--- config.mk ---
export PLATFORM = sky130hd
export DESIGN_NAME = collision_scheduler
export DESIGN_NICKNAME = d
export VERILOG_FILES = /design/src/rtl/collision_scheduler_pkg.sv /design/src/rtl/collision_scheduler_collide.sv /design/src/rtl/collision_scheduler.sv
export SDC_FILE = /design/constraint.sdc
export NUM_CORES = 1
export LEC_CHECK = 0
export CORE_MARGIN = 2
export CORE_UTILIZATION = 55
export DETAILED_ROUTE_END_ITERATION = 16
export GPL_ROUTABILITY_DRIVEN = 1
export HOLD_SLACK_MARGIN = 0.03
export MAX_ROUTING_LAYER = met4
export PLACE_DENSITY_LB_ADDON = 0.12
export SYNTH_ARGS = -nofsm -noshare
export SYNTH_HDL_FRONTEND = slang
export SYNTH_HIERARCHICAL = 1
export SYNTH_SLANG_ARGS = --single-unit
--- constraint.sdc ---
create_clock -name clk -period 4.2 [get_ports clk]
set_input_delay 0.63 -clock clk [delete_from_list [all_inputs] [get_ports clk]]
set_output_delay 0.63 -clock clk [all_outputs]
set_load 0.005 [all_outputs]
--- src/rtl/collision_scheduler_pkg.sv ---
`default_nettype none
// ============================================================================
// Module      : collision_scheduler_pkg
// Description : Shared game constants and scheduler state encoding.
// Revision    : 1.0 - initial release
// ============================================================================
package collision_scheduler_pkg;

  // Width of a screen coordinate
  localparam int SCREEN_COORD_W = 10;

  // Largest per-axis distance that still counts as a collision (inclusive)
  localparam logic [SCREEN_COORD_W-1:0] HIT_DIST = 10'd20;

  // Scheduler states
  typedef logic [1:0] state_t;
  localparam state_t IDLE  = 2'd0;
  localparam state_t SCAN  = 2'd1;
  localparam state_t DRAIN = 2'd2;
  localparam state_t DONE  = 2'd3;

endpackage : collision_scheduler_pkg
`default_nettype wire

--- src/rtl/collision_scheduler_collide.sv ---
`default_nettype none
// ============================================================================
// Module      : collision_scheduler_collide
// Description : Combinational box-distance comparator for two screen points.
// Revision    : 1.0 - initial release
// ============================================================================
module collision_scheduler_collide
  import collision_scheduler_pkg::*;
(
  input  logic [SCREEN_COORD_W-1:0] a_h,
  input  logic [SCREEN_COORD_W-1:0] a_v,
  input  logic [SCREEN_COORD_W-1:0] b_h,
  input  logic [SCREEN_COORD_W-1:0] b_v,
  output logic                      collision
);

  logic [SCREEN_COORD_W-1:0] dist_h;
  logic [SCREEN_COORD_W-1:0] dist_v;

  // Absolute per-axis distance (larger minus smaller, never wraps)
  always_comb begin
    dist_h    = (a_h >= b_h) ? (a_h - b_h) : (b_h - a_h);
    dist_v    = (a_v >= b_v) ? (a_v - b_v) : (b_v - a_v);
    collision = (dist_h <= HIT_DIST) && (dist_v <= HIT_DIST);
  end

endmodule : collision_scheduler_collide
`default_nettype wire

--- src/rtl/collision_scheduler.sv ---
`default_nettype none
// ============================================================================
// Module      : collision_scheduler
// Description : Per-frame scan of all sprite slots against the player using a
//               single time-shared comparator; commits a hit bitmap with done.
// Revision    : 1.0 - initial release
// ============================================================================
module collision_scheduler
  import collision_scheduler_pkg::*;
#(
  parameter int N_SLOTS = 16,
  parameter int IDX_W   = 4
)
(
  input  logic                      clk,
  input  logic                      rst_n,
  input  logic                      start,
  input  logic [SCREEN_COORD_W-1:0] player_h,
  input  logic [SCREEN_COORD_W-1:0] player_v,
  input  logic [N_SLOTS-1:0]        slot_valid,
  output logic                      rd_en,
  output logic [IDX_W-1:0]          rd_addr,
  input  logic [SCREEN_COORD_W-1:0] rd_h,
  input  logic [SCREEN_COORD_W-1:0] rd_v,
  output logic                      busy,
  output logic                      done,
  output logic [N_SLOTS-1:0]        hit_map,
  output logic                      any_hit,
  output logic [IDX_W-1:0]          first_hit_idx
);

  if (IDX_W != $clog2(N_SLOTS)) begin : g_idx_w_check
    $error("IDX_W must equal clog2(N_SLOTS)");
  end

  state_t                    state_q,    state_d;
  logic [IDX_W-1:0]          idx_q,      idx_d;
  logic [SCREEN_COORD_W-1:0] ph_q,       ph_d;
  logic [SCREEN_COORD_W-1:0] pv_q,       pv_d;
  logic [N_SLOTS-1:0]        valid_q,    valid_d;
  logic [N_SLOTS-1:0]        work_q,     work_d;
  logic                      cmp_pend_q, cmp_pend_d;
  logic [IDX_W-1:0]          cmp_idx_q,  cmp_idx_d;
  logic                      done_q,     done_d;
  logic [N_SLOTS-1:0]        hit_q,      hit_d;
  logic                      any_q,      any_d;
  logic [IDX_W-1:0]          first_q,    first_d;
  logic                      collide;

  // Lowest set bit of a hit map, 0 when empty
  function automatic logic [IDX_W-1:0] first_set(input logic [N_SLOTS-1:0] m);
    logic [IDX_W-1:0] r;
    r = '0;
    for (int i = N_SLOTS - 1; i >= 0; i--) begin
      if (m[i]) r = IDX_W'(i);
    end
    return r;
  endfunction

  // Single comparator: player snapshot against the data returned for the slot
  // read in the previous cycle
  collision_scheduler_collide u_collide (
    .a_h       (ph_q),
    .a_v       (pv_q),
    .b_h       (rd_h),
    .b_v       (rd_v),
    .collision (collide)
  );

  // Next-state: scan sequencing, pipelined compare retire and result commit
  always_comb begin
    state_d    = state_q;
    idx_d      = idx_q;
    ph_d       = ph_q;
    pv_d       = pv_q;
    valid_d    = valid_q;
    work_d     = work_q;
    cmp_pend_d = 1'b0;
    cmp_idx_d  = cmp_idx_q;
    done_d     = 1'b0;
    hit_d      = hit_q;
    any_d      = any_q;
    first_d    = first_q;

    // Only valid slots are ever read, so only they retire a compare; invalid
    // bits keep the zero written at scan start.
    if (cmp_pend_q) work_d[cmp_idx_q] = collide;

    case (state_q)
      IDLE: begin
        if (start) begin
          state_d = SCAN;
          idx_d   = '0;
          ph_d    = player_h;
          pv_d    = player_v;
          valid_d = slot_valid;
          work_d  = '0;
        end
      end
      SCAN: begin
        cmp_pend_d = valid_q[idx_q];
        cmp_idx_d  = idx_q;
        if (idx_q == IDX_W'(N_SLOTS - 1)) state_d = DRAIN;
        else                              idx_d   = idx_q + 1'b1;
      end
      DRAIN: begin
        // work_d already includes the last slot's compare
        state_d = DONE;
        done_d  = 1'b1;
        hit_d   = work_d;
        any_d   = |work_d;
        first_d = first_set(work_d);
      end
      DONE: begin
        state_d = IDLE;
      end
      default: begin
        state_d = IDLE;
      end
    endcase
  end

  // State and datapath registers with asynchronous clear
  always_ff @(posedge clk or negedge rst_n) begin
    if (!rst_n) begin
      state_q    <= IDLE;
      idx_q      <= '0;
      ph_q       <= '0;
      pv_q       <= '0;
      valid_q    <= '0;
      work_q     <= '0;
      cmp_pend_q <= 1'b0;
      cmp_idx_q  <= '0;
      done_q     <= 1'b0;
      hit_q      <= '0;
      any_q      <= 1'b0;
      first_q    <= '0;
    end else begin
      state_q    <= state_d;
      idx_q      <= idx_d;
      ph_q       <= ph_d;
      pv_q       <= pv_d;
      valid_q    <= valid_d;
      work_q     <= work_d;
      cmp_pend_q <= cmp_pend_d;
      cmp_idx_q  <= cmp_idx_d;
      done_q     <= done_d;
      hit_q      <= hit_d;
      any_q      <= any_d;
      first_q    <= first_d;
    end
  end

  // Output drive; rd_addr simply follows the scan index and holds afterwards
  always_comb begin
    rd_en         = (state_q == SCAN) && valid_q[idx_q];
    rd_addr       = idx_q;
    busy          = (state_q != IDLE);
    done          = done_q;
    hit_map       = hit_q;
    any_hit       = any_q;
    first_hit_idx = first_q;
  end

endmodule : collision_scheduler
`default_nettype wire
==> results of run 1 <==
## metrics by stage
| stage | std cells | TNS, ps | total power, mW | setup slack, ps |
|---|---|---|---|---|
| 6_report | 859 | 0 | 4.605 | 175.8 |
| 5_1_grt | 859 | -34.61 | 4.982 | -34.61 |
| 4_1_cts | 859 | 0 | 4.603 | 213.4 |
| 3_5_place_dp | 843 | -497.1 | 3.936 | -196.8 |
| 3_3_place_gp | 843 | -213.8 | 3.849 | -90.37 |
| 2_1_floorplan | 593 | 0 | 3.025 | 325.9 |
## flip-flops by register name, indices dropped and copies added, names as in the netlist
| name | cells |
|---|---|
| valid_q | 16 |
| rd_addr | 4 |
| state_q | 2 |
| ph_q | 10 |
| first_hit_idx | 4 |
| pv_q | 10 |
| work_q | 16 |
| cmp_pend_q | 1 |
| hit_map | 16 |
| cmp_idx_q | 4 |
| any_hit | 1 |
| done | 1 |
## layer usage
layer / routed length [microns] / global-route usage / vias up
li1: - / - / 2361
met1: 5932 / 0.3225 / 2285
met2: 6326 / 0.4018 / 104
met3: 430 / 0.03216 / 22
met4: 246 / 0.09211 / 0
met5: 0 / - / -
## power by group through the flow
stage | logic (mW) | registers (mW) | clock network [mW]
floorplan | 1.72 | 1.31 | 0
global placement | 2.47 | 1.38 | 0
detailed placement | 2.54 | 1.40 | 0
CTS | 2.57 | 1.38 | 0.653
global route | 2.86 | 1.44 | 0.683
finish | 2.59 | 1.38 | 0.632
## synth_stat cells, types with 3 or more instances
| cell type | instances |
|---|---|
| sky130_fd_sc_hd__xor2_1 | 3 |
| sky130_fd_sc_hd__a21o_1 | 5 |
| sky130_fd_sc_hd__dfrtp_1 | 85 |
| sky130_fd_sc_hd__mux2_2 | 43 |
| sky130_fd_sc_hd__ha_1 | 43 |
| sky130_fd_sc_hd__nor2b_1 | 19 |
| sky130_fd_sc_hd__and2_1 | 5 |
| sky130_fd_sc_hd__a211oi_1 | 9 |
| sky130_fd_sc_hd__mux4_2 | 5 |
| sky130_fd_sc_hd__a2111oi_0 | 4 |
| sky130_fd_sc_hd__a311oi_1 | 3 |
| sky130_fd_sc_hd__and3_1 | 3 |
| sky130_fd_sc_hd__buf_2 | 6 |
| sky130_fd_sc_hd__a21oi_1 | 32 |
| sky130_fd_sc_hd__inv_1 | 53 |
| sky130_fd_sc_hd__a31oi_1 | 8 |
| sky130_fd_sc_hd__nand2_1 | 27 |
| sky130_fd_sc_hd__a211o_1 | 4 |
| sky130_fd_sc_hd__o21bai_1 | 3 |
| sky130_fd_sc_hd__nand2b_1 | 8 |
| sky130_fd_sc_hd__clkbuf_1 | 16 |
| sky130_fd_sc_hd__mux2i_1 | 18 |
| sky130_fd_sc_hd__o21ai_0 | 17 |
| sky130_fd_sc_hd__nand4_1 | 6 |
| sky130_fd_sc_hd__nand3b_1 | 4 |
| sky130_fd_sc_hd__nor3_1 | 15 |
| sky130_fd_sc_hd__o2111ai_1 | 3 |
| sky130_fd_sc_hd__o22ai_1 | 3 |
| sky130_fd_sc_hd__o211ai_1 | 6 |
| sky130_fd_sc_hd__nand3_1 | 11 |
| sky130_fd_sc_hd__or3_1 | 3 |
| sky130_fd_sc_hd__nor2_1 | 62 |
| sky130_fd_sc_hd__o21a_1 | 5 |
| sky130_fd_sc_hd__or2_2 | 4 |
## cells in the final DEF (no fill, tap or decap), types with 4 or more instances in the layout
cell type                         Yosys  routed
sky130_fd_sc_hd__a21o_1               5       5
sky130_fd_sc_hd__nor2b_1             19      19
sky130_fd_sc_hd__nand2_1             27      27
sky130_fd_sc_hd__nand2b_1             8       8
sky130_fd_sc_hd__o21ai_0             17      17
sky130_fd_sc_hd__a211oi_1             9       9
sky130_fd_sc_hd__nand4_1              6       6
sky130_fd_sc_hd__o211ai_1             6       6
sky130_fd_sc_hd__a31oi_1              8       8
sky130_fd_sc_hd__nand3_1             11      11
sky130_fd_sc_hd__clkbuf_8             0      10
sky130_fd_sc_hd__mux2_2              43      43
sky130_fd_sc_hd__o21a_1               5       5
sky130_fd_sc_hd__buf_4                2      54
sky130_fd_sc_hd__mux4_2               5       5
sky130_fd_sc_hd__or2_2                4       4
sky130_fd_sc_hd__clkdlybuf4s50_1      0      85
sky130_fd_sc_hd__nor3_1              15      15
sky130_fd_sc_hd__ha_1                43      43
sky130_fd_sc_hd__nor2_1              62      62
sky130_fd_sc_hd__inv_1               53      53
sky130_fd_sc_hd__and2_1               5       4
sky130_fd_sc_hd__mux2i_1             18      18
sky130_fd_sc_hd__a211o_1              4       4
sky130_fd_sc_hd__dfrtp_1             85      85
sky130_fd_sc_hd__a21oi_1             32      32
sky130_fd_sc_hd__nand3b_1             4       4
## cells by family after synthesis
family	count (synthesis)	share of synthesized area
AOI/OAI and AO/OA	126	0.1529
xor gates and xnor gates	5	0.007702
adders and majority gates	44	0.09637
buffers and inverters	78	0.05545
DFF	85	0.3740
muxes	68	0.1415
and+or+nand+nor	187	0.1721
## how the worst min path moves through the flow
stage	startpoint	endpoint	slack, ps	depth (start not counted)
floorplan	rst_n	any_hit	330	0
global placement	hit_map[0]	hit_map[0]	470	1
finish	rst_n	valid_q[9]	450	1
CTS	rst_n	rd_addr[1]	490	1
detailed placement	first_hit_idx[3]	first_hit_idx[3]	470	2
global route	hit_map[0]	hit_map[0]	520	1
## layout make-up
cell class                      count  area (sq um)
Multi-Input combinational cell    430          3268
Fill cell                         765          2950
Sequential cell                    85          2127
Timing Repair Buffer              139          1256
Inverter                           53         198.9
Tap cell                          136         170.2
Clock buffer                       10         137.6
Clock inverter                      6         76.32
## timing repair
| action | 4_1_cts | 5_1_grt |
|---|---|---|
| endpoints found under the hold margin | 0 | 0 |
| endpoints found under the setup margin | 0 | 3 |
| resized for setup | 0 | 4 |
==> metrics.md, run 1 <==
| Metric | Value |
|---|---|
| Result of the run | finished clean |
| Post-route antenna net violation count | 0 |
| Count of buffers from port buffering | 86 |
| Ys async rst share | 1.000 |
| Area of the die | 11170 sq um |
| Final Hold Violating Endpoints | 0 |
| Core Box Area | just over 10000 sq um |
| Final slew viol count | 0 |
| Overall overflow remaining after global route | 0 |
| Portion of total power attributed to combinational logic | 0.563 |
| Cell family contributing the most delay on the critical path | compound AO/OA/AOI/OAI gates |
| Largest net degree at the start of global routing | 86 |
| Peak Freq | 248.5 MHz |
| Slew HR | 0.2950 |
| Top flip-flop cell by instance count after synthesis | sky130_fd_sc_hd__dfrtp_1 |
| Critical path endpoint category | register |
| Worst-Margin Slew | 1057 ps |
| Syn Nets | around 700 |
| Mapped Cells | 593 |
| Power per cell area | 636.5 nW/um^2 |
| Die W | 105.7 microns |
| Category of the critical setup timing path | in2reg |
| Sum of routed wire length over all layers | 12.94 mm |
| Buffer levels on the longest clock path | 2 |
| Final design area excluding fillers | 7234 sq um |
| Die height | between 100 and 150 microns |
| Slowest stage cell on the critical path | sky130_fd_sc_hd__clkdlybuf4s50_1 |
| R2r endpoint | first_hit_idx[0] |
| Leakage | 3.317 nW |
| Clk Tree Root Cell | sky130_fd_sc_hd__clkbuf_8 |
| Post-synthesis cell type count | 74 |
| DP Area | 6998 sq um |
| Worst setup endpoint | first_hit_idx[0] |
| Setup repair after global routing missed its margin | true |
| CTS H-tree lvls | 3 |
| Via-to-Cell Ratio | 5.555 |
| Source of the critical timing path | rd_v[1] |
| Total global routing track utilization | 0.2486 |
| Number of max-cap violations | 0 |
| # IOs | slightly below 90 |
| Clk slew on worst S/H paths | 100 ps |
| Final-stage net count | 820 |
| CTS Hold Bufs | 0 |
| CTS tree | done |
| Worst-Skew Late Latency | approximately 370 ps |
| Antenna Cells | 0 |
| Number of DRC violations after detailed-routing iteration 0 | 258 |
| Initial antenna violation count | 0 |
| Mean cell area of the mapped netlist | 9.590 sq um |
| Row count | 37 |
| Cells along the critical path | clkdlybuf4s50_1, ha_1, nor2b_4, o31ai_2, a21oi_1, a221o_1, o21bai_1, a2111o_1, a211oi_2, buf_4, buf_4, nand2_1, a211oi_1, a211oi_1, o221ai_1, a21oi_1, o31ai_1 |
| Final period util | 0.9582 |
| Ratio of cells with drive above 1 in the final layout | 0.1978 |
| TritonCTS Buffers | 9 |
| Via count of the first global-routing pass | about 4800 |
| Setup slack, reg-to-reg | 410 ps |
| Clock skew | 9.639 ps |
| EDFF count, synth | 0 |
| VDD IR-drop max | 0.0004801 V |
| Biggest fanout along the worst timing path | 8 |
| Cell type with the largest total area after synthesis | sky130_fd_sc_hd__dfrtp_1 |
| Share of Yosys cell area claimed by the top area cell type | 0.3740 |
| Proportion of power drawn by flip-flops and latches | 0.300 |
| Fraction of the yosys area taken by sequential cells | 0.3740 |
| Number of register bits inferred by synthesis | 85 |
| End-of-flow core utilization | 0.7103 |
| Data required time at the worst endpoint | around 4500 ps |
| Synthesis Warnings | 6 |
| Number of clock sinks seen by CTS | 85 |
| Global-route wire length before repair | between 20 and 25 mm |
| Iteration count of the initial detailed-routing pass | 5 |
| Period minus WS final | 4024 ps |
| Sw Pwr | about 1.8 mW |
| Post-DP HPWL | 9.411 mm |
| Starting utilization of the core area | 0.5584 |
| Area growth from synthesis to final layout | 27.22% |
| Total via count in the routed design | 4772 |
| Setup fix buffers added after clock tree synthesis | 0 |
| Min Hold Slack | 450.2 ps |
| Net switching share of the total power | 0.3926 |
| Hold Crit Class | in2async |
| Source of the worst register-to-register timing path | pv_q[1] |
| Crit path buffers/inverters | 3 |
| Endpoint arrival time on the critical path | 4300 ps |
| Number of remaining DRC errors | 0 |
| Detailed-route wire length per cell | 15.06 microns |
| Internal power of the cells | 2.797 mW |
| Worst r2r path cells | 17 |
| Final estimated routing congestion in global placement | between 0.8 and 0.9 |
| Final setup violating endpoints | 0 |
| Worst setup SP type | primary input |
| Mapped Area | 5687 sq um |
| Share of total power in the clock network | 0.137 |
| Crit. path cell count | 17 |
| CP peak stage delay | about 480 ps |
| Ranking of synthesized cells by area | sky130_fd_sc_hd__dfrtp_1 (37%), sky130_fd_sc_hd__ha_1 (9.5%), sky130_fd_sc_hd__mux2_2 (8.5%), sky130_fd_sc_hd__nor2_1 (4.1%), sky130_fd_sc_hd__inv_1 (3.5%) |
Note: power is estimated with default switching activity, not from simulation.
==> inputs of run 2 (changes only) <==
--- a/config.mk
+++ b/config.mk
@@ -14,5 +14,4 @@
 export PLACE_DENSITY_LB_ADDON = 0.12
 export SYNTH_ARGS = -nofsm -noshare
 export SYNTH_HDL_FRONTEND = slang
-export SYNTH_HIERARCHICAL = 1
 export SYNTH_SLANG_ARGS = --single-unit
==> run 2 against run 1 <==
Against the previous run:
- register-to-register slack improved by 260 ps
- synthesized cell count increased by 15%
- highest routed layer unchanged
- hold slack got worse by 160 ps
- via count increased by 8.5%
- die area increased by 4.7%
- global-route usage increased by 1.5 points
- flip-flop and latch count unchanged
- count of clock-buffer cells in the layout decreased by 1
- clock power decreased by 9.2%
- design area decreased by 0.22%
==> metrics.md, run 2 <==
| Metric | Value |
|---|---|
| Result of the run | finished clean |
| Number of max-cap violations | 0 (unchanged) |
| EDFF count, synth | 0 (unchanged) |
| Number of DRC violations after detailed-routing iteration 0 | 359 (+39%) |
| Portion of total power attributed to combinational logic | 0.573 (+0.010) |
| Leading cell types in the layout, fill and taps excluded | sky130_fd_sc_hd__dfrtp_1 (85), sky130_fd_sc_hd__clkdlybuf4s50_1 (85), sky130_fd_sc_hd__nor2_1 (82) |
| Critical path endpoint category | register |
| Initial antenna violation count | 0 (unchanged) |
| DP Area | 7028 sq um (+0.43%) |
| Post-route antenna net violation count | 0 (unchanged) |
| Slew HR | 0.2928 (-0.002262) |
| Post-route total power | 4.549 mW (-1.2%) |
| Final period util | 0.9347 (-0.02346) |
| Sum of routed wire length over all layers | 14.21 mm (+9.8%) |
| Final setup violating endpoints | 0 (unchanged) |
| Antenna Cells | 0 (unchanged) |
| Starting utilization of the core area | 0.5577 (-0.0006930) |
| Top flip-flop cell by instance count after synthesis | sky130_fd_sc_hd__dfrtp_1 |
| Mean cell area of the mapped netlist | 8.773 sq um (-8.5%) |
| Via-to-Cell Ratio | 5.700 (+2.6%) |
| Clk Tree Root Cell | sky130_fd_sc_hd__clkbuf_8 |
| Total global routing track utilization | 0.2633 (+0.01465) |
| Net switching share of the total power | 0.4278 (+0.03520) |
| Cells after DPL | 892 (+5.8%) |
| Setup fix buffers added after clock tree synthesis | 0 (unchanged) |
| Detailed-route wire length per cell | 15.65 microns (+3.9%) |
| Final Hold Violating Endpoints | 0 (unchanged) |
| Crit path buffers/inverters | 3 (unchanged) |
| # IOs | 87 (unchanged) |
| Iteration count of the initial detailed-routing pass | 5 (unchanged) |
| Final design area excluding fillers | 7218 sq um (-0.22%) |
| Die W | 108.1 microns (+2.3%) |
| Cells along the critical path | clkdlybuf4s50_1, inv_1, ha_1, nor2b_1, or2_2, a221oi_1, o21ba_2, mux2i_1, nand4_1, a22oi_4, buf_12, a211oi_1, o311a_1, o21ai_0, a32o_1 |
| Dominant cell by count in the synthesized netlist | sky130_fd_sc_hd__dfrtp_1 |
| Area of the die | 11700 sq um (+4.7%) |
| Row count | 38 (+2.7%) |
| CTS Hold Bufs | 0 (unchanged) |
| Peak Freq | 254.7 MHz (+2.5%) |
| Syn Nets | 782 (+13%) |
| Data required time at the worst endpoint | 4490 ps (about the same) |
| Power per cell area | 630.2 nW/um^2 (-0.99%) |
| Core Box Area | 10700 sq um (+5.0%) |
| End-of-flow core utilization | 0.6747 (-0.03558) |
| Synthesis Warnings | 0 (-6) |
| Period minus WS final | 3926 ps (-98.53 ps) |
| Final-stage net count | 865 (+5.5%) |
| Min Hold Slack | 293.8 ps (-156.5 ps) |
| Post-DP HPWL | 10.53 mm (+12%) |
| CP peak stage delay | 480 ps (about the same) |
| Setup repair after global routing missed its margin | false |
| Slowest stage cell on the critical path | sky130_fd_sc_hd__clkdlybuf4s50_1 |
| Fraction of the yosys area taken by sequential cells | 0.3565 (-0.01749) |
| Post-CTS sizing | 0 (unchanged) |
| Total via count in the routed design | 5176 (+8.5%) |
| Number of cells in the finished layout apart from fillers | 908 (+5.7%) |
| Area growth from synthesis to final layout | 20.99% |
| Sw Pwr | 1.946 mW (+7.6%) |
| CTS H-tree lvls | 3 (unchanged) |
| Worst setup slack before clock tree synthesis | -56.62 ps (+140.1 ps) |
| Buffer levels on the longest clock path | 2 (unchanged) |
| Cell type with the largest total area after synthesis | sky130_fd_sc_hd__dfrtp_1 |
| Worst setup SP type | primary input |
| Count of buffers from port buffering | 86 (unchanged) |
| Cell family contributing the most delay on the critical path | compound AO/OA/AOI/OAI gates |
| Clock skew | 13.77 ps (+4.135 ps) |
| VDD IR-drop max | 0.0004290 V (-11%) |
| Number of register bits inferred by synthesis | 85 (unchanged) |
| Internal power of the cells | 2.603 mW (-6.9%) |
| Mapped Area | 5966 sq um (+4.9%) |
| Number of clock sinks seen by CTS | 85 (unchanged) |
| Setup TNS after final layout | 0 ps (unchanged) |
| Largest net degree at the start of global routing | 58 (-33%) |
| Proportion of power drawn by flip-flops and latches | 0.300 (about the same) |
| Worst-Skew Late Latency | 360 ps (about the same) |
| Share of total power in the clock network | 0.126 (-0.011) |
| Final worst slack | 274.3 ps (+98.53 ps) |
| Number of remaining DRC errors | 0 (unchanged) |
| Via count of the first global-routing pass | 5051 (+6.1%) |
| Post-synthesis cell type count | 68 (-8.1%) |
| Leakage | 3.239 nW (-2.3%) |
| Clk slew on worst S/H paths | 100 ps (about the same) |
| Hold Crit Class | in2async |
| Category of the critical setup timing path | in2reg |
| Final estimated routing congestion in global placement | 0.9134 (+1.7%) |
| TritonCTS Buffers | 9 (unchanged) |
| Overall overflow remaining after global route | 0 (unchanged) |
| Ratio of cells with drive above 1 in the final layout | 0.1159 (-0.08190) |
| Worst-Margin Slew | 1061 ps (+3.393 ps) |
| Global-route wire length before repair | 24.06 mm (+9.6%) |
| Share of Yosys cell area claimed by the top area cell type | 0.3565 (-0.01749) |
| CTS tree | done |
| Top cells by instance count after synthesis | sky130_fd_sc_hd__dfrtp_1 (85), sky130_fd_sc_hd__nor2_1 (82), sky130_fd_sc_hd__nand2_1 (56) |
| Ranking of synthesized cells by area | sky130_fd_sc_hd__dfrtp_1 (36%), sky130_fd_sc_hd__ha_1 (9.0%), sky130_fd_sc_hd__nor2_1 (5.2%), sky130_fd_sc_hd__mux2_2 (4.7%), sky130_fd_sc_hd__a21oi_1 (3.9%) |
| Die height | 108.1 microns (+2.3%) |
| Biggest fanout along the worst timing path | 23 (+15) |
| Final slew viol count | 0 (unchanged) |
| Mapped Cells | 680 (+15%) |
| Endpoint arrival time on the critical path | 4220 ps (-80 ps) |
| Ys async rst share | 1.000 (unchanged) |
-- run 2: final timing paths --
check                            start          endpoint  slack, ps  cells past startpoint
min in group clk           valid_q[14]       valid_q[14]        520                      1
max in group asynchronous        rst_n       hit_map[15]       2990                      2
hold reg to reg            valid_q[14]       valid_q[14]        520                      1
setup reg to reg               pv_q[1]  first_hit_idx[2]        670                     13
hold / removal                   rst_n        valid_q[4]        290                      1
setup / recovery               rd_v[1]  first_hit_idx[2]        270                     15
-- run 2: logic make-up after synthesis --
logic type / count (synthesis) / synth area share
compound gates: 176 / 0.1980
xor+xnor: 15 / 0.02202
fa+ha+maj: 43 / 0.09019
buf+inv: 92 / 0.06355
flops: 85 / 0.3565
mux: 51 / 0.1013
simple gates: 218 / 0.1684
-- run 2: cell type report --
cell class | instances | area (sq um)
sequential | 85 | 2127
multi-input combinational | 503 | 3461
clock inverter | 7 | 66.31
timing repair buffer | 113 | 1074
tap | 140 | 175.2
clock buffer | 9 | 123.9
inverter | 51 | 191.4
fill | 876 | 3480
-- run 2: layer usage --
layer  vias to the layer above  part of all wire  global-route usage  wire length (microns)
met5                         -                 0                   -                      0
met4                         0             0.014             0.06319                    206
met3                        26             0.044             0.03918                    621
met2                       145              0.48              0.4281                   6863
met1                      2450              0.46              0.3497                   6516
li1                       2555                 -                   -                      -
-- run 2: worst register-to-register path, cell delays in order, from the launching register on --
cell and delay [ps]:
sky130_fd_sc_hd__dfrtp_1 400, sky130_fd_sc_hd__ha_1 330, sky130_fd_sc_hd__nor2b_1 160, sky130_fd_sc_hd__or2_2 320, sky130_fd_sc_hd__a221oi_1 460, sky130_fd_sc_hd__o21ba_2 210, sky130_fd_sc_hd__mux2i_1 210, sky130_fd_sc_hd__nand4_1 230
sky130_fd_sc_hd__a22oi_4 240, sky130_fd_sc_hd__buf_12 180, sky130_fd_sc_hd__a211oi_1 80, sky130_fd_sc_hd__o311a_1 370, sky130_fd_sc_hd__o21ai_0 90, sky130_fd_sc_hd__a32o_1 190
-- run 2: power groups by stage --
stage	sequential, mW	clock, mW	combinational [mW]
finish	1.37	0.574	2.61
global route	1.41	0.623	2.89
CTS	1.37	0.585	2.60
detailed placement	1.39	0	2.58
global placement	1.37	0	2.51
floorplan	1.28	0	1.85
==> inputs of run 3 (changes only) <==
--- a/config.mk
+++ b/config.mk
@@ -15,3 +15,4 @@
 export SYNTH_ARGS = -nofsm -noshare
 export SYNTH_HDL_FRONTEND = slang
 export SYNTH_SLANG_ARGS = --single-unit
+export TNS_END_PERCENT = 50
==> results of run 3 <==
No change in the layout: final DEF, timing and power equal those of run 2.
